## src/rtl/bms_pkg.sv

```systemverilog
// Shared types and channel map for the battery-monitor scan path.
// Channel indices: cells first, then pack current, then temperature.
package bms_pkg;

  localparam int ADC_WIDTH_DEFAULT = 12;

  typedef enum logic [1:0] {
    IDLE,
    SETTLE,
    CONVERT,
    PUBLISH
  } scan_state_t;

  function automatic int CH_CURRENT(input int num_cells);
    return num_cells;
  endfunction

  function automatic int CH_TEMP(input int num_cells);
    return num_cells + 1;
  endfunction

endpackage

```

## src/rtl/scan_period_timer.sv

```systemverilog
// Scan period counter: raises a frame trigger every SCAN_PERIOD cycles
// and flags triggers that land while a frame is pending or in flight.
module scan_period_timer #(
  parameter int SCAN_PERIOD = 1000
) (
  input  logic clk,
  input  logic rst_n,
  input  logic enable,
  input  logic idle,
  input  logic consume,
  output logic pending,
  output logic overrun_pulse
);

  localparam int PW = $clog2(SCAN_PERIOD);

  logic [PW-1:0] cnt;
  logic          wrap;

  assign wrap = enable && (cnt == PW'(SCAN_PERIOD - 1));
  assign overrun_pulse = wrap && (pending || !idle);

  always_ff @(posedge clk or negedge rst_n) begin
    if (!rst_n) begin
      cnt     <= '0;
      pending <= 1'b0;
    end else if (!enable) begin
      cnt     <= '0;
      pending <= 1'b0;
    end else begin
      cnt <= wrap ? '0 : cnt + PW'(1);
      // a new trigger beats a same-cycle consume so it is not lost
      if (wrap)
        pending <= 1'b1;
      else if (consume)
        pending <= 1'b0;
    end
  end

endmodule

```

## src/rtl/adc_scan_sequencer.sv

```systemverilog
// Shared ADC scan sequencer: walks cells, current and temperature each
// period, then publishes the shadow set atomically with a valid strobe.
module adc_scan_sequencer
  import bms_pkg::*;
#(
  parameter int NUM_CELLS     = 4,
  parameter int ADC_WIDTH     = ADC_WIDTH_DEFAULT,
  parameter int SCAN_PERIOD   = 1000,
  parameter int SETTLE_CYCLES = 4,
  parameter int CONV_TIMEOUT  = 64,
  localparam int CH_W = $clog2(NUM_CELLS + 2)
) (
  input  logic                           clk,
  input  logic                           rst_n,
  input  logic                           enable,
  output logic [CH_W-1:0]                adc_chan_o,
  output logic                           adc_start_o,
  input  logic                           adc_done_i,
  input  logic [ADC_WIDTH-1:0]           adc_data_i,
  output logic [NUM_CELLS*ADC_WIDTH-1:0] cell_voltage_packed_o,
  output logic [ADC_WIDTH-1:0]           current_raw_o,
  output logic [ADC_WIDTH-1:0]           temp_raw_o,
  output logic                           frame_valid_o,
  output logic                           busy_o,
  output logic                           timeout_err_o,
  output logic [CH_W-1:0]                err_chan_o,
  output logic                           overrun_err_o,
  input  logic                           clear_err_i,
  output logic [31:0]                    frame_count_o
);

  localparam int NCH = NUM_CELLS + 2;
  localparam int SW  = $clog2(SETTLE_CYCLES + 1);
  localparam int TW  = $clog2(CONV_TIMEOUT + 1);
  localparam int CUR = CH_CURRENT(NUM_CELLS);
  localparam int TMP = CH_TEMP(NUM_CELLS);
  localparam logic [CH_W-1:0] LAST_CH = CH_W'(TMP);

  scan_state_t          state;
  logic [CH_W-1:0]      chan;
  logic [SW-1:0]        settle_cnt;
  logic [TW-1:0]        tmo_cnt;
  logic                 frame_bad;
  logic [ADC_WIDTH-1:0] shadow [NCH];

  logic idle, consume, pending, overrun_pulse;
  logic in_conv, done_ok, tmo_hit;

  assign idle    = (state == IDLE);
  assign consume = idle && pending;
  assign busy_o  = !idle;
  // the start cycle has tmo_cnt == 0, so a done there is ignored
  assign in_conv = enable && (state == CONVERT);
  assign done_ok = in_conv && adc_done_i && (tmo_cnt != '0);
  assign tmo_hit = in_conv && !done_ok &&
                   (tmo_cnt == TW'(CONV_TIMEOUT - 1));

  scan_period_timer #(
    .SCAN_PERIOD(SCAN_PERIOD)
  ) u_timer (
    .clk          (clk),
    .rst_n        (rst_n),
    .enable       (enable),
    .idle         (idle),
    .consume      (consume),
    .pending      (pending),
    .overrun_pulse(overrun_pulse)
  );

  always_ff @(posedge clk or negedge rst_n) begin
    if (!rst_n) begin
      state                 <= IDLE;
      chan                  <= '0;
      settle_cnt            <= '0;
      tmo_cnt               <= '0;
      frame_bad             <= 1'b0;
      adc_chan_o            <= '0;
      adc_start_o           <= 1'b0;
      cell_voltage_packed_o <= '0;
      current_raw_o         <= '0;
      temp_raw_o            <= '0;
      frame_valid_o         <= 1'b0;
      timeout_err_o         <= 1'b0;
      err_chan_o            <= '0;
      overrun_err_o         <= 1'b0;
      frame_count_o         <= '0;
      for (int i = 0; i < NCH; i++)
        shadow[i] <= '0;
    end else begin
      frame_valid_o <= 1'b0;
      adc_start_o   <= 1'b0;

      if (tmo_hit)
        timeout_err_o <= 1'b1;
      else if (clear_err_i)
        timeout_err_o <= 1'b0;

      if (overrun_pulse)
        overrun_err_o <= 1'b1;
      else if (clear_err_i)
        overrun_err_o <= 1'b0;

      if (!enable) begin
        state <= IDLE;
      end else begin
        unique case (state)
          IDLE: begin
            if (pending) begin
              chan       <= '0;
              adc_chan_o <= '0;
              frame_bad  <= 1'b0;
              settle_cnt <= '0;
              state      <= SETTLE;
            end
          end
          SETTLE: begin
            if (settle_cnt == SW'(SETTLE_CYCLES - 1)) begin
              adc_start_o <= 1'b1;
              tmo_cnt     <= '0;
              state       <= CONVERT;
            end else begin
              settle_cnt <= settle_cnt + SW'(1);
            end
          end
          CONVERT: begin
            tmo_cnt <= tmo_cnt + TW'(1);
            if (done_ok || tmo_hit) begin
              if (done_ok) begin
                for (int i = 0; i < NCH; i++)
                  if (chan == CH_W'(i))
                    shadow[i] <= adc_data_i;
              end else begin
                frame_bad  <= 1'b1;
                err_chan_o <= chan;
              end
              if (chan == LAST_CH) begin
                state <= PUBLISH;
              end else begin
                chan       <= chan + CH_W'(1);
                adc_chan_o <= chan + CH_W'(1);
                settle_cnt <= '0;
                state      <= SETTLE;
              end
            end
          end
          PUBLISH: begin
            for (int i = 0; i < NUM_CELLS; i++)
              cell_voltage_packed_o[i*ADC_WIDTH +: ADC_WIDTH] <= shadow[i];
            current_raw_o <= shadow[CUR];
            temp_raw_o    <= shadow[TMP];
            if (!frame_bad) begin
              frame_valid_o <= 1'b1;
              frame_count_o <= frame_count_o + 32'd1;
            end
            state <= IDLE;
          end
          default: state <= IDLE;
        endcase
      end
    end
  end

endmodule

```

## config.mk

```make
export PLATFORM = sky130hd
export DESIGN_NAME = adc_scan_sequencer
export DESIGN_NICKNAME = d
export VERILOG_FILES = /design/src/rtl/bms_pkg.sv /design/src/rtl/scan_period_timer.sv /design/src/rtl/adc_scan_sequencer.sv
export SDC_FILE = /design/constraint.sdc
export NUM_CORES = 1
export LEC_CHECK = 0
export CORE_MARGIN = 2
export CORE_UTILIZATION = 30
export DETAILED_ROUTE_END_ITERATION = 10
export PLACE_DENSITY_LB_ADDON = 0.2
export SYNTH_ARGS = -nofsm -noshare
export SYNTH_HDL_FRONTEND = slang
export SYNTH_SLANG_ARGS = --single-unit
export TNS_END_PERCENT = 20
```

## constraint.sdc

```tcl
create_clock -name clk -period 2.4 [get_ports clk]
set_input_delay 0.48 -clock clk [delete_from_list [all_inputs] [get_ports clk]]
set_output_delay 0.48 -clock clk [all_outputs]
set_load 0.02 [all_outputs]
```

# Word-level counts from Yosys, hierarchy flattened
# Index checks and enable logic that the tools add are counted.
# W data, S select, Z words.
# op_classes
n_addsub	5
eq_ne	21
muxes	34
bitwise_logic	2
reduce_logical	34
# op_table
operator	n
$reduce_and A5 Y1	8
$add A32 B1 Y32 const B	1
$mux W10	2
$mux W3	6
$mux W1	15
$pmux W7 S2	1
$add A10 B1 Y10 const B	1
$eq A10 B10 Y1 const B	1
$mux W2	5
$eq A3 B2 Y1 const B	3
$pmux W3 S3	1
$reduce_and A3 Y1	3
$logic_and A1 B1 Y1	8
$ne A2 B2 Y1 const B	4
$pmux W2 S4	1
$reduce_bool A2 Y1	4
$add A7 B1 Y7 const B	1
$eq A7 B6 Y1 const B	1
$mux W7	1
$reduce_bool A7 Y1	1
$add A3 B1 Y3 const B	2
$eq A3 B3 Y1 const B	2
$ne A3 B2 Y1 const B	2
$pmux W3 S2	1
other kinds (16)	21
# word_totals
reg_bits	210
in_bits	17
output_inout_bits	115
wordCells	118

# Longest topological paths before layout
# Gate-level depths: netlist (run 1).
# depth
depth_word	11
mapped_depth	7
ltp_nobuf	6

# By module
# A second synthesis (run 1) with hierarchy kept.
# unflattened
cells_unflattened	608
hier_area_um2	8812.2
# modules_own_cells
module	n_inst	cells_each	area_per_inst_um2	seq_area_each_um2
adc_scan_sequencer	1	552	8256.7	4979.8
scan_period_timer	1	56	555.5	275.3

# Worst setup path after synthesis (run 1)
# No wires, ideal clock.
# synth_timing
path_type	reg-to-reg
start	reg tmo_cnt[0]
end	reg shadow[10] (netlist bit)
setup_time_ns	0.125
arrival_ns	1.961
t_required_ns	2.275
path_slack_ns	0.314
path_stages_with_launch	8
path_buffers	1
period_less_slack_ns	2.086
path_cell_list	dfrtp_1 -> inv_1 -> ha_1 -> or4b_1 -> o2111a_1 -> nand3_1 -> buf_4 -> mux2_2
# synth_between
elab_chain_cells	7
word_cells_on_any_way	8
cone_classes	eq/ne (1); reduce/logical (7)
# synth_rtl
element	line	rtl
start, declared	adc_scan_sequencer.sv:42	logic [TW-1:0] tmo_cnt;
start signal, assigned	adc_scan_sequencer.sv:126	tmo_cnt <= tmo_cnt + TW'(1);
$reduce_bool A7 Y1	adc_scan_sequencer.sv:54	assign done_ok = in_conv && adc_done_i && (tmo_cnt != '0);
$logic_and A1 B1 Y1	adc_scan_sequencer.sv:54	
$logic_not A1 Y1	adc_scan_sequencer.sv:55	assign tmo_hit = in_conv && !done_ok &&
$logic_and A1 B1 Y1 (2 in series)	adc_scan_sequencer.sv:55	
$logic_or A1 B1 Y1	adc_scan_sequencer.sv:127	if (done_ok || tmo_hit) begin
$reduce_and A5 Y1 (no line) *	n/a	
end signal, assigned by index	adc_scan_sequencer.sv:131	shadow[i] <= adc_data_i;
end, declared	adc_scan_sequencer.sv:44	logic [ADC_WIDTH-1:0] shadow [NCH];
# Every way passes the cells marked *; elsewhere a longest branch is shown, timed or not.
# A chain may end at the register's enable or synchronous reset.

# Worst setup path after layout (run 1)
# layout_timing
start	reg tmo_cnt[0]
end	reg shadow[65] (netlist bit)
# Same word-level chain as after synthesis.

==> results.md, run 1 <==
* Result of the run: complete, no violations
* # DRC at 0
* Count of buffers inserted at the top-level ports at 131
* Actual slew at the worst max-slew pin at 0.6694 ns
* Path class of the lowest-slack min-delay path: in -> async
* Maximum clock insertion buffer count at 3
* Effective utilization at floorplan at 30.61%
* Total number of vias at 5423
* Number of enable-type register cells in the synthesized netlist at 0
* Mapped Nets at 639
* Accumulated negative setup slack at 0 ns
* Max-slew headroom at 54.90%
* ANT cells at 0
* Setup Buffers After CTS at 0
* Reported leakage power at 5.421 nW
* Maximum number of pins on one net before global-route repair at 93
* Critical path required time at 2.78 ns
* CTS clock-pin slew for the worst setup and hold paths at 0.06 ns
* CTS tree: yes
* Max-cap violations at 0
* Proportion of netlist area held by the largest area contributor at 61.45%
* Hold Vio Cnt, Final at 0
* Synthesis-to-layout area growth at 32.70%
* Sum of net half-perimeters after detailed placement at 13590 um
* Die Footprint at 29870 um2
* Prevailing post-synth register cell: dfrtp_1
* Cell with the most instances after synthesis: dfrtp_1
* Time the final worst path needs with I/O delays and setup at 2.238 ns
* Die outline height at 172.8 um
* Worst vdd rail ir drop at 0.0003802 V
* Core region area at 27930 um2
* Filler Cell Count at 2661
* RSZ-0062 raised after global routing: no
* Max Freq at 446.9 MHz
* Router iterations before antenna repair at 5
* # nets final at 797
* Library cell used as clock root buffer: clkbuf_16
* Maximum net fanout on the critical path at 12
* Bufs and invs on worst path at 2
* Proportion of register bits with asynchronous set or reset after synthesis at 100.0%
* Antenna violations before repair at 0
* Count of pins over their slew limit at 0
* Synthesis-stage register bit count at 210
* Main area contributors after synthesis: dfrtp_1 61%, mux2_2 18%, xnor2_1 3.0%
* Fraction of the yosys area taken by sequential cells at 61.45%
* Instance count of the mapped netlist at 611
* Source-to-sink clock delay at the later pin of the worst-skew pair at 0.52 ns
* Number of top-level design ports at 132
* Crit path cell chain: inv_1, ha_1, or4b_1, o2111a_1, nand3_1, buf_12, mux2_2
* Inserted Clock Buffers at 24
* Average wire length per cell after detail routing at 16.92 um
* Number of global-route vias before repair at 5731
* Cell area after synthesis at 8552 um2
* Delay of the slowest cell on the worst path at 0.46 ns
* Pwr dens at 658.5 nW/um2
* Width of the die at 172.8 um
* Global placer's final weighted congestion at 0.7470
* Commonest cells in the synthesized netlist: 210 x dfrtp_1, 138 x mux2_2, 29 x xnor2_1
* Post-synth top area cell: dfrtp_1
* Max H-tree Level at 1
* Global-route total usage across every layer at 13.23%
* CP delay by family, top: simple AND/OR/NAND/NOR gates
* Final Total Pwr at 7.473 mW
* Final period util at 93.24%
* Fraction of layout instances using a drive strength above 1 at 27.70%
* Fin Clk Skew at 0.01920 ns
* Mean cell area of the mapped netlist at 14.00 um2
* Grt ovf at 0
* Via count normalized by instance count at 4.655
* Row Count at 61
* Worst Setup End Kind: register
* Final ANT Viol Nets at 0
* Kind of start point of the critical path: register
* Kind of critical path: reg -> reg
* Worst Path Arrival at 2.62 ns
* Setup violation total in the final timing report at 0
* Number of warnings reported in the yosys synthesis log at 0
* Unique masters post-synth at 46
* Drt initial violations at 262
* Routed WL at 19710 um
* CTS Sinks at 210
* Wire length of the first global-routing pass at 31980 um
* CP max stage cell: or4b_1
cell usage in the layout, fill, tap and decap left out, types with 3 or more instances in the layout:
cell	instances
inv_1	20
nand2_1	25
o22ai_1	3
mux2_2	138
and4_1	8
buf_4	13
buf_12	8
a221o_1	3
ha_1	11
clkinv_2	6
xor2_1	10
clkdlybuf4s50_1	129
mux2_4	10
nand3_1	21
nor4_1	5
clkbuf_8	9
clkbuf_16	24
clkbuf_1	3
a21oi_1	4
nor2_1	20
a31oi_1	4
o21ai_0	7
xnor2_1	29
nand2b_1	3
nor3_1	11
nand4_1	12
and3_1	8
dfrtp_1	209
per-layer routing:
metal  wire [um]  track usage, %
met5           0               0
met4         313           3.249
met3         878           2.704
met2        9705           22.88
met1        8810           16.95
logic make-up after synthesis:
family | Yosys count | synth area share, %
flip-flops | 210 | 61.45
multiplexers | 150 | 20.16
AND/OR/NAND/NOR | 130 | 8.296
buffers and inverters | 41 | 2.121
XOR/XNOR | 39 | 3.994
AO/OA/AOI/OAI | 30 | 2.370
adder cells (fa/ha/maj) | 11 | 1.609
worst reg2reg max path, delay by kind of cell (launching register included):
kind                     cells  cell delay (ns)
AO/OA/AOI/OAI                1             0.33
adder cells (fa/ha/maj)      1             0.15
buffers and inverters        2             0.24
flip-flops                   1             0.42
multiplexers                 1             0.35
AND/OR/NAND/NOR              2             0.62
worst paths after layout:
check                                  startpoint           endpoint  slack, ns  cells after the start
worst min register to register  frame_count_o[31]  frame_count_o[31]       0.48                      1
worst min-delay path                        rst_n          shadow[7]       0.41                      2
worst max register to register         tmo_cnt[0]         shadow[65]       0.16                      7
worst max-delay path                   tmo_cnt[0]         shadow[65]       0.16                      7
min in group clk                frame_count_o[31]  frame_count_o[31]       0.48                      1
max in group asynchronous                   rst_n  frame_count_o[17]       1.20                      3
per-stage QoR:
step	cells	worst slack (ns)	cell area, um2	utilization, %	hold slack [ns]
final	1165	0.1623	11350	40.63	0.4114
after global placement	1120	0.08226	10500	37.60	0.3883
after global routing	1165	0.08390	11350	40.63	0.4091
after detailed placement	1120	0.06938	10500	37.60	0.3947
after floorplan	611	0.3142	8552	-	0.1844
after CTS	1165	0.02304	11350	40.62	0.3998
power breakdown:
part / switching (mW) / internal, mW
combinational: 0.121 / 0.0521
sequential: 0.00948 / 3.56
clock: 1.44 / 2.30
total: 1.57 / 5.91
final cells by class:
class / instances / area, um2 / area share (%)
clock inverter: 9 / 106.4 / 0.9372
timing repair buffer: 153 / 1585 / 13.97
inverter: 20 / 75.07 / 0.6615
clock buffer: 35 / 721.9 / 6.362
sequential: 210 / 5256 / 46.32
multi-input combinational: 360 / 3131 / 27.59
tap: 378 / 473.0 / 4.168
state kept, by name, indices dropped and copies added (netlist names), 7 cells and up:
register,cells
shadow,72
current_raw_o,12
frame_count_o,32
u_timer.cnt,10
temp_raw_o,12
tmo_cnt,7
cell_voltage_packed_o,48
timing repair:
action,in CTS,in global routing
hold buffers,1,0
resized for setup,2,1
gates cloned,0,0
setup endpoints to repair,1,1
endpoints found under the hold margin,27,0
Note: power is estimated with default switching activity, not from simulation.
==> inputs of run 2 (changes only) <==
Settings changed: GPL_TIMING_DRIVEN set to 0.
==> results.md, run 2 (synthesized netlist as in run 1, its figures left out) <==
* ANT cells at 0 (unchanged)
* CTS Sinks at 210 (unchanged)
* Maximum number of pins on one net before global-route repair at 123 (was 93)
* Router iterations before antenna repair at 4 (was 5)
* Worst vdd rail ir drop at 0.0003968 V (was 0.0003802 V)
* Wire length of the first global-routing pass at 32620 um (was 31980 um)
* Maximum clock insertion buffer count at 3 (unchanged)
* Number of global-route vias before repair at 5882 (was 5731)
* Drt initial violations at 218 (was 262)
* Die outline height at 172.8 um (unchanged)
* Worst Setup SP: tmo_cnt[0] (unchanged)
* Largest registers: shadow x72, cell_voltage_packed_o x48, frame_count_o x32 (unchanged)
* Worst Path Arrival at 2.72 ns (was 2.62 ns)
* Inserted Clock Buffers at 25 (was 24)
* Max-slew headroom at 37.73% (was 54.90%)
* Fin Clk Skew at 0.008446 ns (was 0.01920 ns)
* Max Freq at 432.0 MHz (was 446.9 MHz)
* Global-route track usage on met1 at 17.60% (was 16.95%)
* Reported leakage power at 5.338 nW (was 5.421 nW)
* Actual slew at the worst max-slew pin at 0.9341 ns (was 0.6694 ns)
* Max H-tree Level at 1 (unchanged)
* Grt ovf at 0 (unchanged)
* Count of pins over their slew limit at 0 (unchanged)
* Terminus of the critical flop-to-flop path: shadow[42] (was shadow[65])
* Setup violation total in the final timing report at 0 (unchanged)
* Die Footprint at 29870 um2 (unchanged)
* Critical R2R Launch: tmo_cnt[0] (unchanged)
* Post-place instance area at 10360 um2 (was 10500 um2)
* Most flop-heavy register: shadow (unchanged)
* Routed WL at 20420 um (was 19710 um)
* # DRC at 0 (unchanged)
* Setup slack of the most critical reg-to-reg path at 0.09 ns (was 0.16 ns)
* Source-to-sink clock delay at the later pin of the worst-skew pair at 0.52 ns (about the same)
* Hold Vio Cnt, Final at 0 (unchanged)
* Global-route total usage across every layer at 13.53% (was 13.23%)
* Hold buffer count at cts at 0 (was 1)
* # nets final at 798 (was 797)
* Depth of the most critical reg-to-reg path at 7 (unchanged)
* Maximum net fanout on the critical path at 10 (was 12)
* Final period util at 96.44% (was 93.24%)
* Total number of vias at 5386 (was 5423)
* Number of top-level design ports at 132 (unchanged)
* Average wire length per cell after detail routing at 17.54 um (was 16.92 um)
* Most Used Layer, Global Route: met2 (unchanged)
* Kind of start point of the critical path: register (unchanged)
* Leading cell type in the layout, fill and taps excluded: dfrtp_1 (unchanged)
* Kind of critical path: reg -> reg (unchanged)
* Result of the run: complete, no violations (unchanged)
* Worst Setup End Kind: register (unchanged)
* Path class of the lowest-slack min-delay path: in -> async (unchanged)
* CTS tree: yes (unchanged)
* Width of the die at 172.8 um (unchanged)
* Via count normalized by instance count at 4.627 (was 4.655)
* Met2 demand-to-capacity share in global routing at 22.87% (was 22.88%)
* Antenna violations before repair at 0 (unchanged)
* Effective utilization at floorplan at 30.61% (unchanged)
* Library cell used as clock root buffer: clkbuf_16 (unchanged)
* Max reg flops at 72 (unchanged)
* Worst setup path end: shadow[42] (was shadow[65])
* Time the final worst path needs with I/O delays and setup at 2.315 ns (was 2.238 ns)
* Global placer's final weighted congestion at 0.7446 (was 0.7470)
* Design Area, Final at 11260 um2 (was 11350 um2)
* Critical path required time at 2.80 ns (was 2.78 ns)
* Core region area at 27930 um2 (unchanged)
* Synthesis-to-layout area growth at 31.70% (was 32.70%)
* Placed Cells incl. Taps at 1120 (unchanged)
* Global-route track usage on met3 at 2.726% (was 2.704%)
* Count of buffers inserted at the top-level ports at 130 (was 131)
* Max-cap violations at 0 (unchanged)
* CTS clock-pin slew for the worst setup and hold paths at 0.06 ns (about the same)
* Final ANT Viol Nets at 0 (unchanged)
* Finished Layout Cells at 1164 (was 1165)
* RSZ-0062 raised after global routing: yes (was no)
* Commonest cells after routing, fill and taps aside: 210 x dfrtp_1, 138 x mux2_2, 128 x clkdlybuf4s50_1 (was 209 x dfrtp_1, 138 x mux2_2, 129 x clkdlybuf4s50_1)
* Fraction of layout instances using a drive strength above 1 at 27.61% (was 27.70%)
* Sum of net half-perimeters after detailed placement at 14120 um (was 13590 um)
* Row Count at 61 (unchanged)
* Pwr dens at 676.3 nW/um2 (was 658.5 nW/um2)
## run 2: changes by cell type in the layout (fill, tap and decap cells not counted), moves of 3 or more
cell	previous run	this run
clkbuf_1	3	8
clkbuf_8	9	6
buf_4	13	2
buf_12	8	0
buf_6	0	5
clkbuf_2	0	7
## run 2: through the flow
stage	utilization, %	setup TNS, ns	power (mW)	hold WS (ns)	setup WS [ns]
4_1_cts	40.17	0	7.743	0.09315	0.006259
3_5_place_dp	37.08	-3.428	3.804	0.4639	-0.1027
2_1_floorplan	-	0	3.661	0.1844	0.3142
5_1_grt	40.32	-0.5359	7.921	0.1008	-0.03437
3_3_place_gp	36.97	-1622.40	3.792	0.4501	-7.741
6_report	40.32	0	7.618	0.02679	0.08534
## run 2: how the worst min path moves through the flow
stage | from | to | slack [ns] | cells after the start
6_report | rst_n | shadow[10] | 0.03 | 1
5_1_grt | rst_n | shadow[10] | 0.10 | 1
4_1_cts | rst_n | shadow[10] | 0.09 | 1
3_5_place_dp | u_timer.cnt[0] | u_timer.cnt[0] | 0.46 | 1
3_3_place_gp | u_timer.cnt[0] | u_timer.cnt[0] | 0.45 | 1
2_1_floorplan | rst_n | adc_start_o | 0.18 | 0
## run 2: cell type report
class	count	area, um2
Inverter	20	75.07
Tap cell	378	473.0
Clock inverter	11	142.6
Sequential cell	210	5255
Clock buffer	32	711.9
Multi-Input combinational cell	360	3136
Timing Repair Buffer	132	1340
Fill cell	2635	16670
Buffer	21	130.1
## run 2: repair_timing
item / in CTS / in global routing
endpoints found under the hold margin: 0 / 0
setup buffers: 0 / 0
setup endpoints to repair: 61 / 76
resized for setup: 8 / 13
cloned: 0 / 1
## run 2: layer usage
metal / up-vias / routed length (um)
met3: 33 / 839
met1: 2760 / 9194
li1: 2488 / -
met5: - / 0
met4: 0 / 488
met2: 105 / 9899
## run 2: power by group
part           total (mW)  switching (mW)  internal (mW)
logic               0.166           0.120         0.0459
registers            3.56         0.00890           3.56
clock network        3.89            1.48           2.41
## run 2: critical path: stages, from the launching register on
cell and delay, ns:
dfrtp_1 0.41, inv_1 0.07, ha_1 0.13, or4b_1 0.48, o2111a_2 0.35, nand3_1 0.16
buf_4 0.23, mux2_2 0.35
